## config.mk

```make
export PLATFORM = sky130hd
export DESIGN_NAME = spi_responder
export DESIGN_NICKNAME = d
export VERILOG_FILES = /design/src/rtl/spi_responder_pkg.sv /design/src/rtl/spi_pin_sync.sv /design/src/rtl/spi_responder.sv
export SDC_FILE = /design/constraint.sdc
export NUM_CORES = 1
export LEC_CHECK = 0
export BUFFER_PORTS_ARGS = -buffer_cell sky130_fd_sc_hd__buf_2
export CORE_MARGIN = 1
export CORE_UTILIZATION = 59
export CTS_CLUSTER_SIZE = 10
export DETAILED_ROUTE_END_ITERATION = 6
export GPL_TIMING_DRIVEN = 0
export PLACE_DENSITY = 0.89
export SYNTH_ARGS = -nofsm -noshare
export SYNTH_HDL_FRONTEND = slang
export SYNTH_HIERARCHICAL = 1
export SYNTH_SLANG_ARGS = --single-unit
```

## constraint.sdc

```tcl
create_clock -name CLK -period 3.1 [get_ports CLK]
set_clock_uncertainty 0.2 [all_clocks]
set_input_delay 0.155 -clock CLK [delete_from_list [all_inputs] [get_ports CLK]]
set_output_delay 0.155 -clock CLK [all_outputs]
set_load 0.01 [all_outputs]
```

## src/rtl/spi_responder_pkg.sv

```systemverilog
// Shared constants, state encoding and helpers for the SPI mode-0 responder.
package spi_responder_pkg;

    localparam int unsigned BYTE_W   = 8;
    localparam int unsigned BITCNT_W = 3;

    localparam logic [BYTE_W-1:0] IDLE_BYTE_DEFAULT = 8'hFF;

    // Mode 0: SCK idles low, data sampled on the rising edge.
    localparam logic CPOL = 1'b0;
    localparam logic CPHA = 1'b0;

    typedef enum logic {
        ST_IDLE   = 1'b0,
        ST_ACTIVE = 1'b1
    } state_e;

    // MSB-first shift: the new bit enters at the LSB.
    function automatic logic [BYTE_W-1:0] shift_in(input logic [BYTE_W-1:0] s, input logic b);
        return {s[BYTE_W-2:0], b};
    endfunction

endpackage

```

## src/rtl/spi_pin_sync.sv

```systemverilog
// Synchronises the SPI pins into the CLK domain and extracts SCK and nSS edges.
module spi_pin_sync
    import spi_responder_pkg::*;
#(
    parameter int unsigned SYNC_STAGES = 2
) (
    input  logic clk,
    input  logic rst_n,
    input  logic sck_i,
    input  logic mosi_i,
    input  logic nss_i,
    output logic mosi_s_o,
    output logic rise_c,
    output logic fall_c,
    output logic sel_edge_c,
    output logic desel_edge_c
);

    logic [SYNC_STAGES-1:0] sck_q;
    logic [SYNC_STAGES-1:0] mosi_q;
    logic [SYNC_STAGES-1:0] nss_q;
    logic                   sck_dly_q;
    logic                   nss_dly_q;

    logic sck_s;
    logic nss_s;

    assign sck_s = sck_q[SYNC_STAGES-1];
    assign nss_s = nss_q[SYNC_STAGES-1];

    // Equal depth on all three pins keeps MOSI aligned with the SCK edge that samples it.
    always_ff @(posedge clk or negedge rst_n) begin
        if (!rst_n) begin
            sck_q     <= '0;
            mosi_q    <= '0;
            nss_q     <= '1;
            sck_dly_q <= 1'b0;
            nss_dly_q <= 1'b1;
        end else begin
            sck_q     <= {sck_q[SYNC_STAGES-2:0], sck_i ^ CPOL};
            mosi_q    <= {mosi_q[SYNC_STAGES-2:0], mosi_i};
            nss_q     <= {nss_q[SYNC_STAGES-2:0], nss_i};
            sck_dly_q <= sck_s;
            nss_dly_q <= nss_s;
        end
    end

    assign mosi_s_o     = mosi_q[SYNC_STAGES-1];
    assign rise_c       = sck_s & ~sck_dly_q;
    assign fall_c       = ~sck_s & sck_dly_q;
    assign sel_edge_c   = ~nss_s & nss_dly_q;
    assign desel_edge_c = nss_s & ~nss_dly_q;

endmodule

```

## src/rtl/spi_responder.sv

```systemverilog
// SPI mode-0 responder: oversampled pins, MSB-first shift registers and
// one-entry valid/ready byte interfaces toward local logic.
module spi_responder
    import spi_responder_pkg::*;
#(
    parameter int unsigned       SYNC_STAGES = 2,
    parameter logic [BYTE_W-1:0] IDLE_BYTE   = IDLE_BYTE_DEFAULT
) (
    input  logic              CLK,
    input  logic              nRESET,
    input  logic              SCK,
    input  logic              MOSI,
    input  logic              nSS,
    output logic              MISO,
    output logic              MISO_OE,
    input  logic [BYTE_W-1:0] TXDATA,
    input  logic              TXVALID,
    output logic              TXREADY,
    output logic [BYTE_W-1:0] RXDATA,
    output logic              RXVALID,
    input  logic              RXREADY,
    output logic              SELECTED,
    output logic              ABORT,
    output logic              OVERRUN,
    output logic              UNDERRUN,
    input  logic              CLRFLAGS
);

    logic mosi_s;
    logic rise;
    logic fall;
    logic sel_edge;
    logic desel_edge;

    spi_pin_sync #(
        .SYNC_STAGES (SYNC_STAGES)
    ) u_pin_sync (
        .clk          (CLK),
        .rst_n        (nRESET),
        .sck_i        (SCK),
        .mosi_i       (MOSI),
        .nss_i        (nSS),
        .mosi_s_o     (mosi_s),
        .rise_c       (rise),
        .fall_c       (fall),
        .sel_edge_c   (sel_edge),
        .desel_edge_c (desel_edge)
    );

    state_e              state_q, state_d;
    logic [BITCNT_W-1:0] bitcnt_q, bitcnt_d;
    logic                load_pending_q, load_pending_d;
    logic [BYTE_W-1:0]   tx_shift_q, tx_shift_d;
    logic [BYTE_W-1:0]   rx_shift_q, rx_shift_d;
    logic [BYTE_W-1:0]   hold_q, hold_d;
    logic                txready_q, txready_d;
    logic [BYTE_W-1:0]   rxdata_q, rxdata_d;
    logic                rxvalid_q, rxvalid_d;
    logic                miso_oe_q, miso_oe_d;
    logic                selected_q, selected_d;
    logic                abort_q, abort_d;
    logic                overrun_q, overrun_d;
    logic                underrun_q, underrun_d;

    logic              tx_load;
    logic              byte_done;
    logic [BYTE_W-1:0] rx_byte;

    always_ff @(posedge CLK or negedge nRESET) begin
        if (!nRESET) begin
            state_q        <= ST_IDLE;
            bitcnt_q       <= '0;
            load_pending_q <= 1'b0;
            tx_shift_q     <= IDLE_BYTE;
            rx_shift_q     <= '0;
            hold_q         <= '0;
            txready_q      <= 1'b1;
            rxdata_q       <= '0;
            rxvalid_q      <= 1'b0;
            miso_oe_q      <= 1'b0;
            selected_q     <= 1'b0;
            abort_q        <= 1'b0;
            overrun_q      <= 1'b0;
            underrun_q     <= 1'b0;
        end else begin
            state_q        <= state_d;
            bitcnt_q       <= bitcnt_d;
            load_pending_q <= load_pending_d;
            tx_shift_q     <= tx_shift_d;
            rx_shift_q     <= rx_shift_d;
            hold_q         <= hold_d;
            txready_q      <= txready_d;
            rxdata_q       <= rxdata_d;
            rxvalid_q      <= rxvalid_d;
            miso_oe_q      <= miso_oe_d;
            selected_q     <= selected_d;
            abort_q        <= abort_d;
            overrun_q      <= overrun_d;
            underrun_q     <= underrun_d;
        end
    end

    always_comb begin
        state_d        = state_q;
        bitcnt_d       = bitcnt_q;
        load_pending_d = load_pending_q;
        tx_shift_d     = tx_shift_q;
        rx_shift_d     = rx_shift_q;
        hold_d         = hold_q;
        txready_d      = txready_q;
        rxdata_d       = rxdata_q;
        rxvalid_d      = rxvalid_q;
        miso_oe_d      = miso_oe_q;
        selected_d     = selected_q;
        abort_d        = 1'b0;
        overrun_d      = overrun_q;
        underrun_d     = underrun_q;
        tx_load        = 1'b0;
        byte_done      = 1'b0;
        rx_byte        = shift_in(rx_shift_q, mosi_s);

        // Select/deselect edges take precedence over any SCK edge in the same cycle.
        case (state_q)
            ST_IDLE: begin
                if (sel_edge) begin
                    state_d    = ST_ACTIVE;
                    selected_d = 1'b1;
                    miso_oe_d  = 1'b1;
                    bitcnt_d   = '0;
                    tx_load    = 1'b1;
                end
            end
            ST_ACTIVE: begin
                if (desel_edge) begin
                    state_d        = ST_IDLE;
                    selected_d     = 1'b0;
                    miso_oe_d      = 1'b0;
                    load_pending_d = 1'b0;
                    bitcnt_d       = '0;
                    abort_d        = (bitcnt_q != '0);
                end else begin
                    if (rise) begin
                        rx_shift_d = rx_byte;
                        if (&bitcnt_q) begin
                            byte_done      = 1'b1;
                            load_pending_d = 1'b1;
                            bitcnt_d       = '0;
                        end else begin
                            bitcnt_d = bitcnt_q + BITCNT_W'(1);
                        end
                    end
                    if (fall) begin
                        if (load_pending_q) begin
                            tx_load        = 1'b1;
                            load_pending_d = 1'b0;
                        end else begin
                            tx_shift_d = shift_in(tx_shift_q, 1'b1);
                        end
                    end
                end
            end
            default: state_d = ST_IDLE;
        endcase

        // A load sees the hold register as it was at the start of the cycle.
        if (tx_load) begin
            if (!txready_q) begin
                tx_shift_d = hold_q;
                txready_d  = 1'b1;
            end else begin
                tx_shift_d = IDLE_BYTE;
                underrun_d = 1'b1;
            end
        end

        if (TXVALID && txready_q) begin
            hold_d    = TXDATA;
            txready_d = 1'b0;
        end

        if (byte_done) begin
            if (!rxvalid_q || RXREADY) begin
                rxdata_d  = rx_byte;
                rxvalid_d = 1'b1;
            end else begin
                overrun_d = 1'b1;
            end
        end else if (RXREADY) begin
            rxvalid_d = 1'b0;
        end

        if (CLRFLAGS) begin
            overrun_d  = 1'b0;
            underrun_d = 1'b0;
        end
    end

    assign MISO     = tx_shift_q[BYTE_W-1];
    assign MISO_OE  = miso_oe_q;
    assign TXREADY  = txready_q;
    assign RXDATA   = rxdata_q;
    assign RXVALID  = rxvalid_q;
    assign SELECTED = selected_q;
    assign ABORT    = abort_q;
    assign OVERRUN  = overrun_q;
    assign UNDERRUN = underrun_q;

endmodule

```

==> results.json, run 1 <==
{
  "h-tree-depth": 2,
  "cts_hold_buf": 14,
  "hp-class": "input pin to flip-flop",
  "final_layout_size_suffix_gt1_frac": 0.379,
  "vias": 1484,
  "fin_crit_ns": 1.98,
  "synth_compound_area_frac": 0.114,
  "drcViolationCount": 0,
  "synthMuxAreaShare": 0.131,
  "ioPinCount": 32,
  "criticalPathCategory": "flip-flop to flip-flop",
  "vdd_drop_max_mv": 0.426,
  "grt_pass1_wl_mm": 6.51,
  "synth_fa_ha_area_frac": 0.0176,
  "synth_warnings": 6,
  "power.density_cell_area_nw_per_um2": 634,
  "syn_to_final_growth_pct": 19.2,
  "grt_max_degree": 51,
  "rows": 21,
  "avgSynthCellArea_um2": 12.5,
  "critPathCaptureType": "flip-flop",
  "place_ws_ns": 1.11,
  "final-setup-viol-count": 0,
  "clk_latency_ns": 0.38,
  "leakage_uw": 0.00125,
  "required_ns": 3.16,
  "max_freq_mhz": 505,
  "tns_ns": 0,
  "tightest_slew_ns": 1.05,
  "arrival_ns": 2.04,
  "drtAntennaViolNets": 0,
  "final-hold-violation-count": 0,
  "start_kind": "flip-flop",
  "synth_top_family_by_area": "multiplexers",
  "yosys_most_used_dff": "dfrtp_1",
  "nNetsFinal": 242,
  "cts_resized": 0,
  "antenna_found_initial": 0,
  "netlist_area_um2": 2130,
  "synth_xor_area_frac": 0,
  "ys_ff_latch": 50,
  "setup_ws_ns": 1.12,
  "clkSinkCount": 50,
  "core_um2": 3390,
  "first_iter_violations": 81,
  "start_util": 0.630,
  "dp_hpwl_mm": 2.58,
  "grt_use_total": 0.223,
  "synth_nets": 190,
  "cts_buffers": 5,
  "postCtsSetupBuffers": 0,
  "port_buffers": 31,
  "routedWlPerCell_um": 14.5,
  "dieArea_um2": 3860,
  "place.gp.congestion": 0.768,
  "synth_cells": 171,
  "min_period_over_period": 0.639,
  "wirelength_mm": 3.90,
  "yosysUniqueCellTypes": 32,
  "cts_tree": "yes",
  "ys_seq_area_frac": 0.593,
  "fillCellCount": 210,
  "rsz0062_at_grt": "no",
  "slew_headroom": 0.301,
  "clk_path_buf_depth": 2,
  "clkSlewWorstSetupHoldPaths_ns": 0.14,
  "drv_cap": 0,
  "dr.pass1.iters": 4,
  "timing.final.max_slew_violations": 0,
  "root_buffer": "clkbuf_4",
  "outcome": "finished, final reports clean",
  "overflow": 0,
  "yosys.area_share.simple": 0.106,
  "fp.dieH_um": 62.2,
  "cp_max_fo": 9,
  "dieWidth_um": 62.2,
  "viasPerCell": 5.50,
  "async_flop_share": 1.00,
  "grt_pass1_vias": 1398,
  "synth_edf_count": 0,
  "n_antenna_cell": 0
}
## final timing paths
kind / from / end / slack [ns] / depth (start not counted)
worst min-delay path: TXVALID / TXREADY / 0.05 / 3
worst max register to register: u_pin_sync/nss_dly_q / RXDATA[7] / 1.12 / 4
min in group asynchronous: nRESET / state_q / 0.29 / 2
worst min register to register: u_pin_sync/nss_q[0] / u_pin_sync/nss_q[1] / 0.17 / 0
max in group asynchronous: nRESET / u_pin_sync/sck_dly_q / 1.75 / 2
worst max-delay path: u_pin_sync/nss_dly_q / RXDATA[7] / 1.12 / 4
## synth_stat cells (all sizes together), types with 4 or more instances
library cell | instances | area share
mux2 | 23 | 0.12
a22o | 7 | 0.029
nor2 | 18 | 0.032
clkbuf | 5 | 0.010
dfstp | 12 | 0.15
inv | 9 | 0.016
and2b | 4 | 0.016
o21ai | 20 | 0.047
dfrtp | 38 | 0.45
buf | 4 | 0.013
nand2 | 5 | 0.0088
## metal layers
| metal | wire [um] | track usage |
|---|---|---|
| met1 | 1660 | 0.280 |
| met2 | 2010 | 0.374 |
| met3 | 170 | 0.0551 |
| met4 | 66 | 0.0872 |
| met5 | 0 | 0 |
## final cells by class
type	instances	area, um2	share of cell area
flip-flops and latches	50	1270	0.498
multi-input cells	103	785	0.308
repair buffers	45	295	0.116
well taps	46	57.6	0.0226
plain buffers	9	50.0	0.0197
clock buffers	5	37.5	0.0148
inverters	9	33.8	0.0133
clock inverters	3	18.8	0.00738
## flip-flops by register name, summed over array words and instances, names as in the netlist, 2 cells and up
signal and count:
u_pin_sync/sck_q 2, bitcnt_q 3, hold_q 8, u_pin_sync/nss_q 2
RXDATA 8, tx_shift_q 8, rx_shift_q 7, u_pin_sync/mosi_q 2
## power breakdown
part	total (uW)	switching (uW)	internal, uW
Clock	296	207	89.1
Sequential	937	97.5	839
Combinational	379	175	204
Total	1610	479	1130
## per-stage QoR
step                hold slack, ns  utilization  cell area (um2)  total power, uW  instances
global route                0.0609        0.750             2540             1710        270
global placement            0.0601        0.693             2350             1280        248
CTS                         0.0439        0.750             2540             1620        270
finish                      0.0528        0.750             2540             1610        270
floorplan                   -0.341            -             2130             1190        171
detailed placement          0.0612        0.693             2350             1310        248
## cells by family (layout without fill, tap and decap cells)
logic type	after synthesis	after routing
multiplexers	25	25
buffers and inverters	18	71
adder cells (fa/ha/maj)	3	3
AND/OR/NAND/NOR	38	38
AO/OA/AOI/OAI	37	37
flip-flops	50	50
## cells in the final DEF, fill, tap and decap left out
master         count
o31a_1             2
o2bb2ai_1          1
clkinv_2           2
a41oi_1            1
nor2b_1            2
and2_0             1
clkbuf_1           3
o31ai_1            1
a21oi_1            2
mux2i_1            2
inv_6              1
o22ai_1            2
buf_4              1
nand3b_4           1
and2b_2            4
nand2b_1           3
a21oi_4            1
buf_2             33
clkbuf_4           5
dfstp_2           12
and4b_1            1
nand2_1            5
mux2_1             2
buf_6              1
inv_1              9
dlygate4sd3_1     14
clkbuf_2           2
dfrtp_1           38
o21ai_0           20
nand3_1            1
nand4b_4           1
ha_1               3
mux2_2            21
a22o_1             7
nand3b_1           1
nor2_1            18
## worst max-delay path, stage by stage (launching register included)
cell and delay (ns):
dfstp_2 0.55, and2b_2 0.27, nand4b_4 0.21, a21oi_4 0.28, mux2_2 0.37
No activity file was read; power rests on OpenSTA's default activity.
==> run 2, diff against run 1 <==
- CORE_UTILIZATION: 59 -> 55
- PLACE_DENSITY: 0.89 -> 0.84
- clock period: 3.1 -> 1.9 ns (I/O delays scaled with it)
==> run 2 against run 1 <==
Against the previous run: largest power group unchanged; sequential share of layout area shrank 2.0 points; hold slack improved by 0.031 ns; sequential cell count did not move; combinational power grew 70%; fmax increased by 6.2%; register-to-register slack worse by 1.1 ns; highest routed layer unchanged.
==> results.json, run 2 (synthesis results as in run 1) <==
{
  "clkSlewWorstSetupHoldPaths_ns": 0.10,
  "drcViolationCount": 0,
  "hp-class": "input pin to flip-flop",
  "dpl_cell_area_um2": 2350,
  "ioPinCount": 32,
  "path_delay_family": "flip-flops",
  "antenna_found_initial": 0,
  "root_buffer": "clkbuf_8",
  "dieWidth_um": 64.3,
  "slew_headroom": 0.299,
  "power.density_cell_area_nw_per_um2": 1070,
  "place_ws_ns": -0.0893,
  "leakage_uw": 0.00129,
  "start_util": 0.579,
  "port_buffers": 31,
  "dp_hpwl_mm": 2.43,
  "n_antenna_cell": 0,
  "mostFrequentLayoutCell": "dfrtp_1",
  "drv_cap": 0,
  "grt_pass1_wl_mm": 7.10,
  "dieArea_um2": 4130,
  "vias": 1493,
  "fin_crit_ns": 1.86,
  "critPathCaptureType": "flip-flop",
  "wirelength_mm": 4.11,
  "max_freq_mhz": 536,
  "clkSinkCount": 50,
  "whs_ns": 0.0841,
  "tightest_slew_ns": 1.05,
  "crit_path_top_delay_cell": "dfstp_2",
  "cpPeakStageDelay_ns": 0.53,
  "nNetsFinal": 246,
  "start_kind": "flip-flop",
  "min_period_over_period": 0.981,
  "dr.pass1.iters": 4,
  "clk_path_buf_depth": 2,
  "timing.final.max_slew_violations": 0,
  "final-hold-violation-count": 0,
  "clk_latency_ns": 0.32,
  "drtAntennaViolNets": 0,
  "final_cell_mix": "dfrtp_1 (38), buf_2 (32), o21ai_0 (20)",
  "rows": 22,
  "core_um2": 3690,
  "crit_chain": "and2b_4, nand4b_4, a21oi_4, buf_12, mux2_2",
  "fp.dieH_um": 64.3,
  "place.gp.congestion": 0.751,
  "cts_tree": "yes",
  "final-setup-viol-count": 0,
  "final_area_um2": 2650,
  "grt_max_degree": 51,
  "viasPerCell": 5.41,
  "outcome": "finished, final reports clean",
  "cts_buffers": 5,
  "arrival_ns": 1.88,
  "grt_pass1_vias": 1492,
  "final_layout_size_suffix_gt1_frac": 0.408,
  "required_ns": 1.91,
  "setup_ws_ns": 0.0358,
  "first_iter_violations": 68,
  "cp_max_fo": 8,
  "vdd_drop_max_mv": 0.720,
  "overflow": 0,
  "criticalPathCategory": "flip-flop to flip-flop",
  "syn_to_final_growth_pct": 24.2,
  "cp.buffers_inverters": 1,
  "grt_use_total": 0.230,
  "routedWlPerCell_um": 14.9,
  "h-tree-depth": 2
}
run 2: cell count changes in the layout (fill, tap and decap cells not counted), sizes merged:
cell    delta
inv        +2
buf        +4
clkinv     -2
run 2: what timing repair did:
item                                   in CTS  in global routing
endpoints found under the hold margin      52                  0
buffers inserted                            2                  3
hold buffers                               14                  0
resized for setup                           2                  8
setup endpoints to repair                  12                 20
run 2: per-stage QoR:
| step | setup TNS [ns] | instances | util | power [uW] |
|---|---|---|---|---|
| 2_1_floorplan | 0 | 171 | - | 1950 |
| 3_3_place_gp | -0.498 | 250 | 0.637 | 2090 |
| 3_5_place_dp | -0.632 | 250 | 0.637 | 2130 |
| 4_1_cts | -0.0293 | 274 | 0.706 | 2840 |
| 5_1_grt | -0.00907 | 276 | 0.719 | 3000 |
| 6_report | 0 | 276 | 0.719 | 2840 |
run 2: power breakdown:
group | switching [uW] | internal [uW]
Clock | 394 | 274
Combinational | 298 | 348
Sequential | 160 | 1370
run 2: area by class of cell:
cell class,instances,area [um2]
Buffer,8,47.5
Clock buffer,5,68.8
Clock inverter,3,26.3
Fill cell,253,1040
Inverter,9,33.8
Multi-Input combinational cell,103,803
Sequential cell,50,1270
Tap cell,48,60.1
Timing Repair Buffer,50,345
run 2: metal layers:
metal / routed length [um] / vias to the layer above / global-route usage
met4: 61 / 0 / 0.0750
met5: 0 / - / 0
met1: 1840 / 745 / 0.304
met3: 166 / 6 / 0.0536
li1: - / 705 / -
met2: 2040 / 37 / 0.374
run 2: tightest hold or removal path, cell delays in order:
cell	delay, ns
buf_2	0.08
nand2_1	0.23
o31a_1	0.19
run 2: final timing paths:
check                                          start  cells after the start             endpoint  slack (ns)
min in group asynchronous                     nRESET                      2          bitcnt_q[2]        0.30
worst min-delay path                         TXVALID                      3              TXREADY        0.08
worst min register to register   u_pin_sync/nss_q[0]                      0  u_pin_sync/nss_q[1]        0.16
max in group asynchronous                     nRESET                      2            hold_q[5]        0.56
worst max register to register  u_pin_sync/nss_dly_q                      5            RXDATA[0]        0.04
worst max-delay path            u_pin_sync/nss_dly_q                      5            RXDATA[0]        0.04
